### config.mk
export PLATFORM = sky130hd
export DESIGN_NAME = booth_mult_seq
export DESIGN_NICKNAME = d
export VERILOG_FILES = /design/src/rtl/booth_pkg.sv /design/src/rtl/booth_r4_enc.sv /design/src/rtl/booth_mult_seq.sv
export SDC_FILE = /design/constraint.sdc
export NUM_CORES = 1
export LEC_CHECK = 0
export ABC_AREA = 0
export CAP_MARGIN = 20
export CORE_ASPECT_RATIO = 1.75
export CORE_MARGIN = 2
export CORE_UTILIZATION = 60
export DETAILED_ROUTE_END_ITERATION = 7
export DONT_BUFFER_PORTS = 1
export PLACE_DENSITY = 0.83
export REMOVE_ABC_BUFFERS = 1
export SKIP_CTS_REPAIR_TIMING = 1
export SYNTH_ARGS = -nofsm -noshare
export SYNTH_HDL_FRONTEND = slang
export SYNTH_SLANG_ARGS = --single-unit
### constraint.sdc
create_clock -name clk -period 5.2 [get_ports clk]
set_input_delay 0.26 -clock clk [delete_from_list [all_inputs] [get_ports clk]]
set_output_delay 0.26 -clock clk [all_outputs]
set_load 0.02 [all_outputs]
### src/rtl/booth_pkg.sv
// booth_pkg: shared types and helpers for the sequential radix-4 Booth multiplier.
//   state_t    - controller states (IDLE, CALC, DONE)
//   digit_t    - radix-4 Booth digit (ZERO, P1, P2, M1, M2)
//   iter_steps - number of recoding steps for an N-bit operand (N/2 + 1)
package booth_pkg;

    typedef enum logic [1:0] {
        IDLE = 2'd0,
        CALC = 2'd1,
        DONE = 2'd2
    } state_t;

    typedef enum logic [2:0] {
        ZERO = 3'd0,
        P1   = 3'd1,
        P2   = 3'd2,
        M1   = 3'd3,
        M2   = 3'd4
    } digit_t;

    // Operands are extended to N+2 bits so that an unsigned operand with its MSB
    // set still reads as positive; N+2 bits need (N+2)/2 = N/2+1 digits.
    function automatic int iter_steps(input int n);
        return n / 2 + 1;
    endfunction

endpackage

### src/rtl/booth_r4_enc.sv
// booth_r4_enc: combinational radix-4 Booth recoder.
//   win   [2:0] - {x[2i+1], x[2i], previous bit}
//   digit       - recoded digit in {-2, -1, 0, +1, +2}
module booth_r4_enc
    import booth_pkg::*;
(
    input  logic [2:0] win,
    output digit_t     digit
);

    always_comb begin
        digit = ZERO;
        case (win)
            3'b001, 3'b010: digit = P1;
            3'b011:         digit = P2;
            3'b100:         digit = M2;
            3'b101, 3'b110: digit = M1;
            default:        digit = ZERO;
        endcase
    end

endmodule

### src/rtl/booth_mult_seq.sv
// booth_mult_seq: sequential radix-4 Booth multiplier, one digit per clock,
// with valid/ready handshakes and a run-time signed/unsigned mode.
//   clk, rst_n           - clock (rising edge), asynchronous active-low reset
//   in_valid/in_ready    - operand handshake; x (multiplier), y (multiplicand), tc (1 = signed)
//   out_valid/out_ready  - result handshake
//   prod [2N-1:0]        - exact full product
//   res  [N-1:0]         - fixed-point window prod[N-1+FRAC:FRAC]
//   sat_ovf              - window overflow flag
// Optional feature: define BOOTH_SAT_EN to saturate res to the operand-mode range
// and raise sat_ovf when prod >> FRAC does not fit; otherwise res wraps and
// sat_ovf is 0.
module booth_mult_seq
    import booth_pkg::*;
#(
    parameter int N    = 16,
    parameter int FRAC = 0
) (
    input  logic           clk,
    input  logic           rst_n,
    input  logic           in_valid,
    output logic           in_ready,
    input  logic           tc,
    input  logic [N-1:0]   x,
    input  logic [N-1:0]   y,
    output logic           out_valid,
    input  logic           out_ready,
    output logic [2*N-1:0] prod,
    output logic [N-1:0]   res,
    output logic           sat_ovf
);

    localparam int ITER = iter_steps(N);
    localparam int XW   = N + 2;       // extended operand width
    localparam int SW   = N + 4;       // partial-sum width (covers 2*y plus carry room)
    localparam int AW   = 2 * N + 4;   // accumulator width
    localparam int CW   = $clog2(ITER + 1);

    state_t         state_reg, state_next;
    logic [CW-1:0]  cnt_reg;
    logic [XW-1:0]  x_reg, y_reg;
    logic           prev_reg;
    logic [AW-1:0]  acc_reg, acc_next;
    logic [2*N-1:0] prod_reg;
    logic [N-1:0]   res_reg, res_next;
    logic           sat_reg, sat_next;
    logic           accept, last_step;
    digit_t         digit;
    logic [SW-1:0]  y_ext, pp, sum;

    booth_r4_enc u_enc (
        .win   ({x_reg[1:0], prev_reg}),
        .digit (digit)
    );

    // ---------------- control ----------------
    assign last_step = (cnt_reg == CW'(ITER - 1));

    always_comb begin
        state_next = state_reg;
        in_ready   = (state_reg == IDLE) || ((state_reg == DONE) && out_ready);
        accept     = in_valid && in_ready;
        case (state_reg)
            IDLE: if (accept) state_next = CALC;
            CALC: if (last_step) state_next = DONE;
            DONE: if (out_ready) state_next = accept ? CALC : IDLE;
            default: state_next = IDLE;
        endcase
    end

    always_ff @(posedge clk or negedge rst_n) begin
        if (!rst_n) state_reg <= IDLE;
        else        state_reg <= state_next;
    end

    // ---------------- datapath ----------------
    assign y_ext = {{2{y_reg[XW-1]}}, y_reg};

    always_comb begin
        pp = '0;
        case (digit)
            P1:      pp = y_ext;
            P2:      pp = y_ext << 1;
            M1:      pp = -y_ext;
            M2:      pp = -(y_ext << 1);
            default: pp = '0;
        endcase
    end

    // Add the digit at bit N+2, then arithmetic shift right by 2. After ITER steps
    // the total shift of N+2 lines the product up with bit 0; nothing is lost since
    // every addition lands above the bits that get shifted out.
    assign sum      = {{2{acc_reg[AW-1]}}, acc_reg[AW-1:N+2]} + pp;
    assign acc_next = {sum, acc_reg[N+1:2]};

`ifdef BOOTH_SAT_EN
    // Mode is only needed after accept to pick the saturation range.
    logic            tc_reg;
    logic [AW-1:0]   shifted;

    // acc_next holds the product sign-extended (signed) or zero-extended
    // (unsigned), so the range test can look at all accumulator bits.
    assign shifted = $signed(acc_next) >>> FRAC;

    always_comb begin
        res_next = shifted[N-1:0];
        sat_next = 1'b0;
        if (tc_reg) begin
            if (!((&shifted[AW-1:N-1]) || !(|shifted[AW-1:N-1]))) begin
                res_next = shifted[AW-1] ? {1'b1, {(N-1){1'b0}}} : {1'b0, {(N-1){1'b1}}};
                sat_next = 1'b1;
            end
        end else begin
            if (|shifted[AW-1:N]) begin
                res_next = '1;
                sat_next = 1'b1;
            end
        end
    end

    always_ff @(posedge clk or negedge rst_n) begin
        if (!rst_n)      tc_reg <= 1'b0;
        else if (accept) tc_reg <= tc;
    end
`else
    assign res_next = acc_next[N-1+FRAC:FRAC];
    assign sat_next = 1'b0;
`endif

    always_ff @(posedge clk or negedge rst_n) begin
        if (!rst_n) begin
            cnt_reg  <= '0;
            x_reg    <= '0;
            y_reg    <= '0;
            prev_reg <= 1'b0;
            acc_reg  <= '0;
            prod_reg <= '0;
            res_reg  <= '0;
            sat_reg  <= 1'b0;
        end else if (accept) begin
            x_reg    <= {{2{tc & x[N-1]}}, x};
            y_reg    <= {{2{tc & y[N-1]}}, y};
            prev_reg <= 1'b0;
            acc_reg  <= '0;
            cnt_reg  <= '0;
        end else if (state_reg == CALC) begin
            acc_reg  <= acc_next;
            x_reg    <= {2'b00, x_reg[XW-1:2]};
            prev_reg <= x_reg[1];
            cnt_reg  <= cnt_reg + 1'b1;
            if (last_step) begin
                prod_reg <= acc_next[2*N-1:0];
                res_reg  <= res_next;
                sat_reg  <= sat_next;
            end
        end
    end

    assign out_valid = (state_reg == DONE);
    assign prod      = prod_reg;
    assign res       = res_reg;
    assign sat_ovf   = sat_reg;

endmodule

==> flow_summary_export.csv, run 1 <==
group,metric,value,unit
critical_path,cp_data_arrival_time,4.73,ns
timing,worst_slew_pin_slew,0.8779,ns
synth,ys.flop_type,"dfrtp_1",
final_layout,drive_gt1_share,5.946,%
synth,synth.distinct_cells,61,
worst_hold_path,min_path_cells,2,
final_layout,area_growth,4.829,%
timing,setup_ws,0.6963,ns
critical_path,critPathRequiredTime,5.43,ns
final_layout,fin_nets,795,
route,wire_per_inst,17.87,um
clock_tree,root_buffer,"clkbuf_16",
clock_tree,clk_path_buf_depth,2,
route,viasPerCell,6.198,
critical_path,cp_cell_sequence,"or4_1, nor3_4, and3_4, xor2_2, nor2_1, o31ai_1, a21oi_1, ha_1, a21o_1, o21a_1, a311oi_1, nand2_1, a31oi_1, xnor2_1, mux2_2",
clock_tree,insertion_delay,0.35,ns
synth,synth_edf_count,0,
synth,ys_ff_latch,107,
timing,finClkSkew,0.008146,ns
route,first_pass_iters,5,
route,drc,0,
final_layout,finish.instance_area,0.006654,mm2
route,routed_wl,15.49,mm
critical_path,r2r_cells,15,
timing,rsz0062_at_grt,"no",
final_layout,largest_reg_flops,34,
timing,min_period,4.504,ns
critical_path,rrSetupSlack,0.70,ns
critical_path,worstPathMaxFanout,10,
timing,finalSetupTns,0,ns
timing,max_freq,222.0,MHz
floorplanning,die_area,0.01145,mm2
timing,max_slew_margin,39.96,%
critical_path,worst_path_max_delay_cell,"or4_1",
global_route,grtUsageTotal,28.64,%
floorplanning,row_count,49,
route,antenna_left,0,
floorplanning,core_area,0.01030,mm2
synth,synth.avg_cell_area,8.201,um2
global_route,grt_pass1_wl,25.85,mm
floorplanning,num_io_pins,88,
placed_design,gp_congestion,0.9657,
global_route,grt_overflow,0,
global_route,grt_pass1_vias,5426,
synth,yosysWarnings,0,
placed_design,dpl_worst_slack,0.7905,ns
floorplanning,die_x,81.75,um
placed_design,place_hpwl,10.76,mm
route,drtIter0Drc,317,
timing,hold_viol_final,0,
timing,setup_viol,0,
timing,drv_slew,0,
synth,async_flop_share,100.0,%
final_layout,num_antenna_cells,0,
critical_path,crit_path_start_kind,"flop",
timing,layout_worst_path_cycle_share,86.61,%
critical_path,critPathKind,"reg2reg",
status,status,"complete, no violations",
clock_tree,clkTransAtPathRegs,0.08,ns
placed_design,placed_area,0.006280,mm2
timing,holdWs,0.01231,ns
global_route,antenna_found_initial,0,
placed_design,io_buffers,0,
clock_tree,cts.sinks,107,
critical_path,slowest_delay,0.68,ns
clock_tree,cts_tree,"built",
clock_tree,cts_buffers,9,
floorplanning,fp.dieH,140.1,um
synth,netlist_instances,774,
synth,syn_area,0.006347,mm2
global_route,grt_max_degree,108,
flow_run,max_cap_violations,0,
critical_path,worstSetupEndpointType,"flop",
floorplanning,start_util,61.63,%
clock_tree,cts-htree-levels,3,
route,via_count,5374,
worst_hold_path,min_path_type,"in2reg",
synth,ys_seq_area_share,42.18,%
[metal layers]
layer | routed length [um] | share of wire (%) | track usage [%]
met1 | 6050 | 39 | 35.25
met2 | 8241 | 53 | 48.31
met3 | 693 | 4.5 | 5.348
met4 | 505 | 3.3 | 11.93
met5 | 0 | 0 | 0
[synthesized netlist by cell type, drive strengths merged (2+ instances only)]
library cell | number | share of area (%)
a22o | 4 | 0.55
a21oi | 36 | 2.8
buf | 28 | 2.9
or3 | 3 | 0.30
a21boi | 3 | 0.35
nand2b | 5 | 0.49
a221oi | 2 | 0.28
nor2 | 41 | 2.4
xor2 | 14 | 2.1
or4 | 5 | 0.59
nor3b | 2 | 0.24
mux2 | 3 | 0.53
nand2 | 204 | 12
a32oi | 2 | 0.28
and2 | 3 | 0.30
o31ai | 9 | 1.1
dfrtp | 107 | 42
ha | 22 | 4.3
o22ai | 3 | 0.30
nor4 | 2 | 0.20
and3 | 4 | 0.47
o21bai | 2 | 0.24
a31oi | 9 | 0.89
a211oi | 4 | 0.47
nand3 | 22 | 1.7
o41ai | 2 | 0.28
o2bb2ai | 2 | 0.28
nor2b | 7 | 0.69
o21a | 6 | 0.71
nor3 | 14 | 1.3
o21ai | 85 | 6.7
o211ai | 3 | 0.35
xnor2 | 12 | 1.7
nand4 | 3 | 0.30
a22oi | 15 | 1.8
inv | 15 | 0.89
mux2i | 6 | 0.95
a21o | 12 | 1.4
clkbuf | 37 | 2.2
[area by class of cell]
class,count,area [um2]
fillers,867,3646
multi-input cells,586,3301
flip-flops and latches,107,2678
clock buffers,10,229.0
repair buffers,15,167.7
well taps,127,158.9
clock inverters,6,60.06
inverters,16,60.06
[cell families after synthesis]
family	Yosys count	share of synthesized area (%)
AOI/OAI and AO/OA	206	19.75
xor gates and xnor gates	26	3.706
adders and majority gates	23	4.652
buffers and inverters	81	5.992
DFF	107	42.18
muxes	10	1.833
other	1	0.05908
and+or+nand+nor	320	21.82
[per-stage QoR]
step,instances,util (%)
2_1_floorplan,709,-
3_3_place_gp,847,60.97
3_5_place_dp,847,60.97
4_1_cts,863,63.78
5_1_grt,867,64.60
6_report,867,64.60
[layout by cell type (no fill, tap or decap), types with 5 or more instances in the layout]
| master | instances |
|---|---|
| nor2b_1 | 6 |
| inv_1 | 15 |
| dfrtp_1 | 107 |
| nand2_1 | 204 |
| nor2_1 | 41 |
| buf_4 | 11 |
| mux2i_1 | 6 |
| o21ai_0 | 85 |
| xor2_1 | 13 |
| a21oi_1 | 36 |
| o31ai_1 | 9 |
| clkbuf_16 | 9 |
| or4_1 | 5 |
| a21o_1 | 12 |
| xnor2_1 | 12 |
| o21a_1 | 6 |
| a22oi_1 | 15 |
| nor3_1 | 12 |
| nand3_1 | 22 |
| ha_1 | 22 |
| a31oi_1 | 9 |
[critical path: cells and delay by family, from the launching register on]
kind                       cells  cell delay [ns]
and+or+nand+nor                5             1.60
AOI/OAI and AO/OA              6             1.34
DFF                            1             0.49
adders and majority gates      1             0.40
xor gates and xnor gates       2             0.28
muxes                          1             0.28
[path summary, 6_finish.rpt]
path / startpoint / to
setup / recovery: y_reg[2] / prod[31]
hold / removal: y[3] / y_reg[3]
setup reg to reg: y_reg[2] / prod[31]
hold reg to reg: acc_reg[2] / prod[0]
max in group asynchronous: rst_n / y_reg[8]
min in group asynchronous: rst_n / y_reg[3]
Power of run 1 is left out: the tool's default activity adds up to more than one toggle a clock period on the data nets, which glitch-free logic cannot reach.
==> inputs of run 2 (changes only) <==
- CORE_MARGIN: 2 -> 10
==> flow_summary_export.csv, run 2 (synthesis gave the netlist of run 1 again) <==
group,metric,value,unit
clock_tree,cts_buffers,9,
clock_tree,insertion_delay,0.35,ns
timing,hold_viol_final,0,
critical_path,critPathKind,"reg2reg",
global_route,grt_max_degree,108,
critical_path,worstPathMaxFanout,10,
timing,layout_worst_path_cycle_share,88.48,%
critical_path,setup.worst_path.start,"y_reg[2]",
route,drc,0,
critical_path,critPathRequiredTime,5.37,ns
global_route,grtUsageTotal,20.34,%
placed_design,io_buffers,0,
timing,min_period,4.601,ns
timing,worst_slew_pin_slew,1.063,ns
final_layout,num_antenna_cells,0,
final_layout,fin_nets,794,
final_layout,drive_gt1_share,5.954,%
route,wire_per_inst,18.22,um
route,first_pass_iters,6,
final_layout,largest_reg_flops,34,
critical_path,r2r_start,"y_reg[2]",
clock_tree,cts-htree-levels,3,
flow_run,max_cap_violations,0,
clock_tree,cts_tree,"built",
route,routed_wl,15.78,mm
floorplanning,die_area,0.01526,mm2
clock_tree,root_buffer,"clkbuf_16",
clock_tree,clk_path_buf_depth,2,
status,status,"complete, no violations",
timing,max_freq,217.3,MHz
timing,drv_slew,0,
floorplanning,row_count,49,
placed_design,place_hpwl,11.18,mm
final_layout,final_cell_mix,"nand2_1 (204), dfrtp_1 (107), o21ai_0 (85)",
timing,rsz0062_at_grt,"no",
route,viasPerCell,6.206,
critical_path,crit_path_start_kind,"flop",
final_layout,layout_commonest_cell,"nand2_1",
route,antenna_left,0,
route,via_count,5374,
global_route,grt_pass1_vias,5442,
timing,finClkSkew,0.008993,ns
global_route,grt_pass1_wl,25.86,mm
timing,setup_viol,0,
critical_path,worstSetupEndpointType,"flop",
floorplanning,num_io_pins,88,
timing,finalSetupTns,0,ns
global_route,antenna_found_initial,0,
worst_hold_path,min_from,"y[3]",
floorplanning,fp.dieH,156.1,um
route,drtIter0Drc,453,
global_route,grt_overflow,0,
critical_path,cp_data_arrival_time,4.77,ns
placed_design,gp_congestion,0.9903,
clock_tree,cts.sinks,107,
floorplanning,start_util,61.63,%
final_layout,area_growth,4.751,%
clock_tree,clkTransAtPathRegs,0.08,ns
timing,max_slew_margin,29.12,%
worst_hold_path,min_path_type,"in2reg",
floorplanning,die_x,97.75,um
floorplanning,core_area,0.01030,mm2
run 2: layout make-up:
class | instances | area, um2
well taps | 127 | 158.9
multi-input cells | 586 | 3301
repair buffers | 14 | 147.6
flip-flops and latches | 107 | 2678
clock inverters | 7 | 78.83
inverters | 16 | 60.06
fillers | 865 | 3651
clock buffers | 9 | 225.2
run 2: final timing paths:
kind | endpoint | slack, ns | cells after the start
worst min register to register | prod[0] | 0.48 | 2
worst max-delay path | acc_reg[33] | 0.60 | 15
max in group asynchronous | y_reg[10] | 4.24 | 2
worst min-delay path | y_reg[3] | 0.01 | 2
worst max register to register | acc_reg[33] | 0.60 | 15
min in group asynchronous | y_reg[4] | 0.47 | 2
run 2: stage by stage:
stage	std cells	util (%)	setup slack (ns)	cell area, um2	hold WS (ns)
after floorplan	709	-	1.213	6027	-0.03559
after global placement	847	60.97	0.9203	6280	-0.03156
after detailed placement	847	60.97	0.7374	6280	-0.03079
after CTS	863	63.92	0.7371	6584	-0.4184
after global routing	866	64.55	0.3718	6649	0.01400
final	866	64.55	0.5990	6649	0.01189
run 2: layer usage:
metal | wire (um) | up-vias | global-route usage [%]
li1 | - | 2568 | -
met5 | 0 | - | 0
met1 | 5923 | 2567 | 22.30
met4 | 546 | 0 | 10.64
met3 | 999 | 42 | 4.789
met2 | 8309 | 197 | 35.57
run 2: worst max-delay path: stages, from the launching register on:
cell and delay, ns:
dfrtp_1 0.48, or4_1 0.66, nor3_4 0.41, and3_4 0.26, xor2_2 0.18, nor2_1 0.06
o31ai_1 0.23, a21oi_1 0.10, ha_1 0.37, a21o_1 0.22, o21a_1 0.20, a311oi_1 0.39
nand2_1 0.20, a221oi_1 0.35, xor2_1 0.19, o21ai_0 0.12
Power of run 2 is left out for the same reason.
==> inputs of run 3 (changes only) <==
- SYNTH_HIERARCHICAL: not set -> 1
==> flow_summary_export.csv, run 3 <==
group,metric,value,unit
status,status,"complete, no violations",
final_layout,num_antenna_cells,0,
final_layout,largest_reg_flops,34,
critical_path,crit_path_start_kind,"flop",
final_layout,fin_cells,835,
critical_path,critPathTopFamily,"simple AND/OR/NAND/NOR gates",
synth,async_flop_share,100.0,%
timing,max_slew_margin,29.90,%
critical_path,critPathRequiredTime,5.36,ns
critical_path,rrSetupSlack,1.08,ns
placed_design,place_hpwl,10.82,mm
synth,yosysTopAreaCell,"dfrtp_1",
synth,synth.distinct_cells,68,
route,first_pass_iters,5,
clock_tree,clk_path_buf_depth,2,
global_route,antenna_found_initial,0,
critical_path,cp_data_arrival_time,4.28,ns
timing,max_freq,242.6,MHz
synth,ys.flop_type,"dfrtp_1",
floorplanning,fp.dieH,155.4,um
synth,yosysMostFrequentCell,"nand2_1",
timing,setup_viol,0,
timing,setup_ws,1.077,ns
final_layout,final_cell_mix,"nand2_1 (209), dfrtp_1 (107), o21ai_0 (69)",
route,viasPerCell,6.131,
timing,rsz0062_at_grt,"no",
floorplanning,row_count,49,
synth,ys_seq_area_share,42.57,%
timing,finClkSkew,0.008907,ns
synth,ys_top_cells_by_area,"dfrtp_1 (43%), nand2_1 (12%), o21ai_0 (5.5%)",
timing,worst_slew_pin_slew,1.052,ns
clock_tree,cts_buffers,9,
critical_path,critPathKind,"reg2reg",
global_route,grt_max_degree,108,
synth,synth.avg_cell_area,8.409,um2
clock_tree,cts_tree,"built",
route,wire_per_inst,18.46,um
placed_design,io_buffers,0,
final_layout,utilization,64.05,%
route,drtIter0Drc,363,
synth,syn_area,0.006290,mm2
synth,yosysWarnings,6,
worst_hold_path,min_from,"y[2]",
synth,synth_top_area_share,42.57,%
final_layout,area_growth,4.257,%
timing,min_period,4.123,ns
critical_path,worst_path_max_delay_cell,"a311o_1",
critical_path,worstSetupEndpointType,"flop",
synth,netlist_instances,748,
route,antenna_left,0,
critical_path,r2r_end,"acc_reg[31]",
critical_path,worst-path-buf-inv,1,
critical_path,worstPathMaxFanout,6,
floorplanning,num_io_pins,88,
critical_path,r2r_cells,16,
final_layout,fin_nets,764,
critical_path,slowest_delay,0.42,ns
floorplanning,core_area,0.01024,mm2
critical_path,r2r_start,"y_reg[0]",
worst_hold_path,min_path_type,"in2reg",
floorplanning,start_util,61.43,%
synth,ys_ff_latch,107,
placed_design,placed_cells_incl_taps,818,
route,drc,0,
worst_hold_path,min_path_cells,2,
global_route,grtUsageTotal,20.10,%
floorplanning,die_x,97.40,um
floorplanning,die_area,0.01514,mm2
timing,drv_slew,0,
placed_design,gp_congestion,0.9111,
clock_tree,insertion_delay,0.35,ns
global_route,grt_pass1_wl,25.43,mm
timing,finalSetupTns,0,ns
timing,hold_viol_final,0,
flow_run,max_cap_violations,0,
clock_tree,cts-htree-levels,3,
final_layout,layout_commonest_cell,"nand2_1",
final_layout,drive_gt1_share,6.073,%
synth,synth_common_cells,"nand2_1 (209), dfrtp_1 (107), o21ai_0 (69)",
global_route,grt_pass1_vias,5166,
placed_design,dpl_worst_slack,1.162,ns
global_route,grt_overflow,0,
route,via_count,5119,
critical_path,cp_cell_sequence,"inv_1, ha_1, nor3b_2, nand2_1, or3_1, nand2_1, xor2_1, o22ai_1, ha_1, a21o_1, a31o_1, a311o_1, nor4_1, nor2_1, xnor2_1, o21ai_0",
clock_tree,clkTransAtPathRegs,0.07,ns
synth,synth_edf_count,0,
clock_tree,cts.sinks,107,
route,routed_wl,15.41,mm
timing,layout_worst_path_cycle_share,79.28,%
clock_tree,root_buffer,"clkbuf_16",
worst_hold_path,min_to,"y_reg[2]",
-- run 3: cell types whose count changed after synthesis, sizes merged, moves of 4 or more --
| cell | delta |
|---|---|
| nor2 | -4 |
| a21oi | -14 |
| xnor2 | +6 |
| o22ai | +11 |
| nand2b | +4 |
| a22oi | +5 |
| mux2i | -5 |
| a31oi | -7 |
| inv | -5 |
| o21ai | -13 |
| or4 | -5 |
| nand2 | +5 |
| o31ai | -4 |
-- run 3: through the flow --
| stage | cell area [um2] | hold WS, ns |
|---|---|---|
| 2_1_floorplan | 5961 | -0.03559 |
| 3_3_place_gp | 6183 | -0.03153 |
| 3_5_place_dp | 6211 | -0.03073 |
| 4_1_cts | 6520 | -0.4024 |
| 5_1_grt | 6558 | 0.02481 |
| 6_report | 6558 | 0.01299 |
-- run 3: cells by family after synthesis --
logic type | after synthesis | share of synthesized area (%)
xor gates and xnor gates | 35 | 4.874
DFF | 107 | 42.57
AOI/OAI and AO/OA | 177 | 18.30
other | 1 | 0.05962
adders and majority gates | 23 | 4.695
and+or+nand+nor | 326 | 22.98
buffers and inverters | 75 | 5.828
muxes | 4 | 0.6962
-- run 3: metal layers --
metal  part of all wire (%)  vias up  track usage, %
met3                    4.1       31           3.282
met2                     53      137           35.60
li1                       -     2450               -
met1                     39     2501           22.47
met4                    3.4        0           10.50
met5                      0        -               0
-- run 3: how the worst max path moves through the flow --
stage                     startpoint     endpoint  slack (ns)  depth (start not counted)
after floorplan             x_reg[0]  acc_reg[31]        0.27                         14
after global placement      prev_reg  acc_reg[31]        1.27                         15
after detailed placement    y_reg[0]  acc_reg[31]        1.16                         16
after CTS                   y_reg[0]  acc_reg[31]        1.10                         16
after global routing        y_reg[0]  acc_reg[31]        0.72                         17
final                       y_reg[0]  acc_reg[31]        1.08                         16
-- run 3: worst register-to-register path, cell delays in order (launching register included) --
cell	delay, ns
dfrtp_1	0.41
inv_1	0.13
ha_1	0.24
nor3b_2	0.25
nand2_1	0.12
or3_1	0.35
nand2_1	0.10
xor2_1	0.15
o22ai_1	0.10
ha_1	0.38
a21o_1	0.24
a31o_1	0.21
a311o_1	0.42
nor4_1	0.40
nor2_1	0.11
xnor2_1	0.18
o21ai_0	0.13
-- run 3: final cells by class --
class,instances,area [um2]
Timing Repair Buffer,10,117.6
Tap cell,127,158.9
Multi-Input combinational cell,566,3257
Inverter,10,37.54
Clock buffer,10,239.0
Fill cell,836,3681
Clock inverter,5,70.07
Sequential cell,107,2678
Power of run 3 is left out for the same reason.
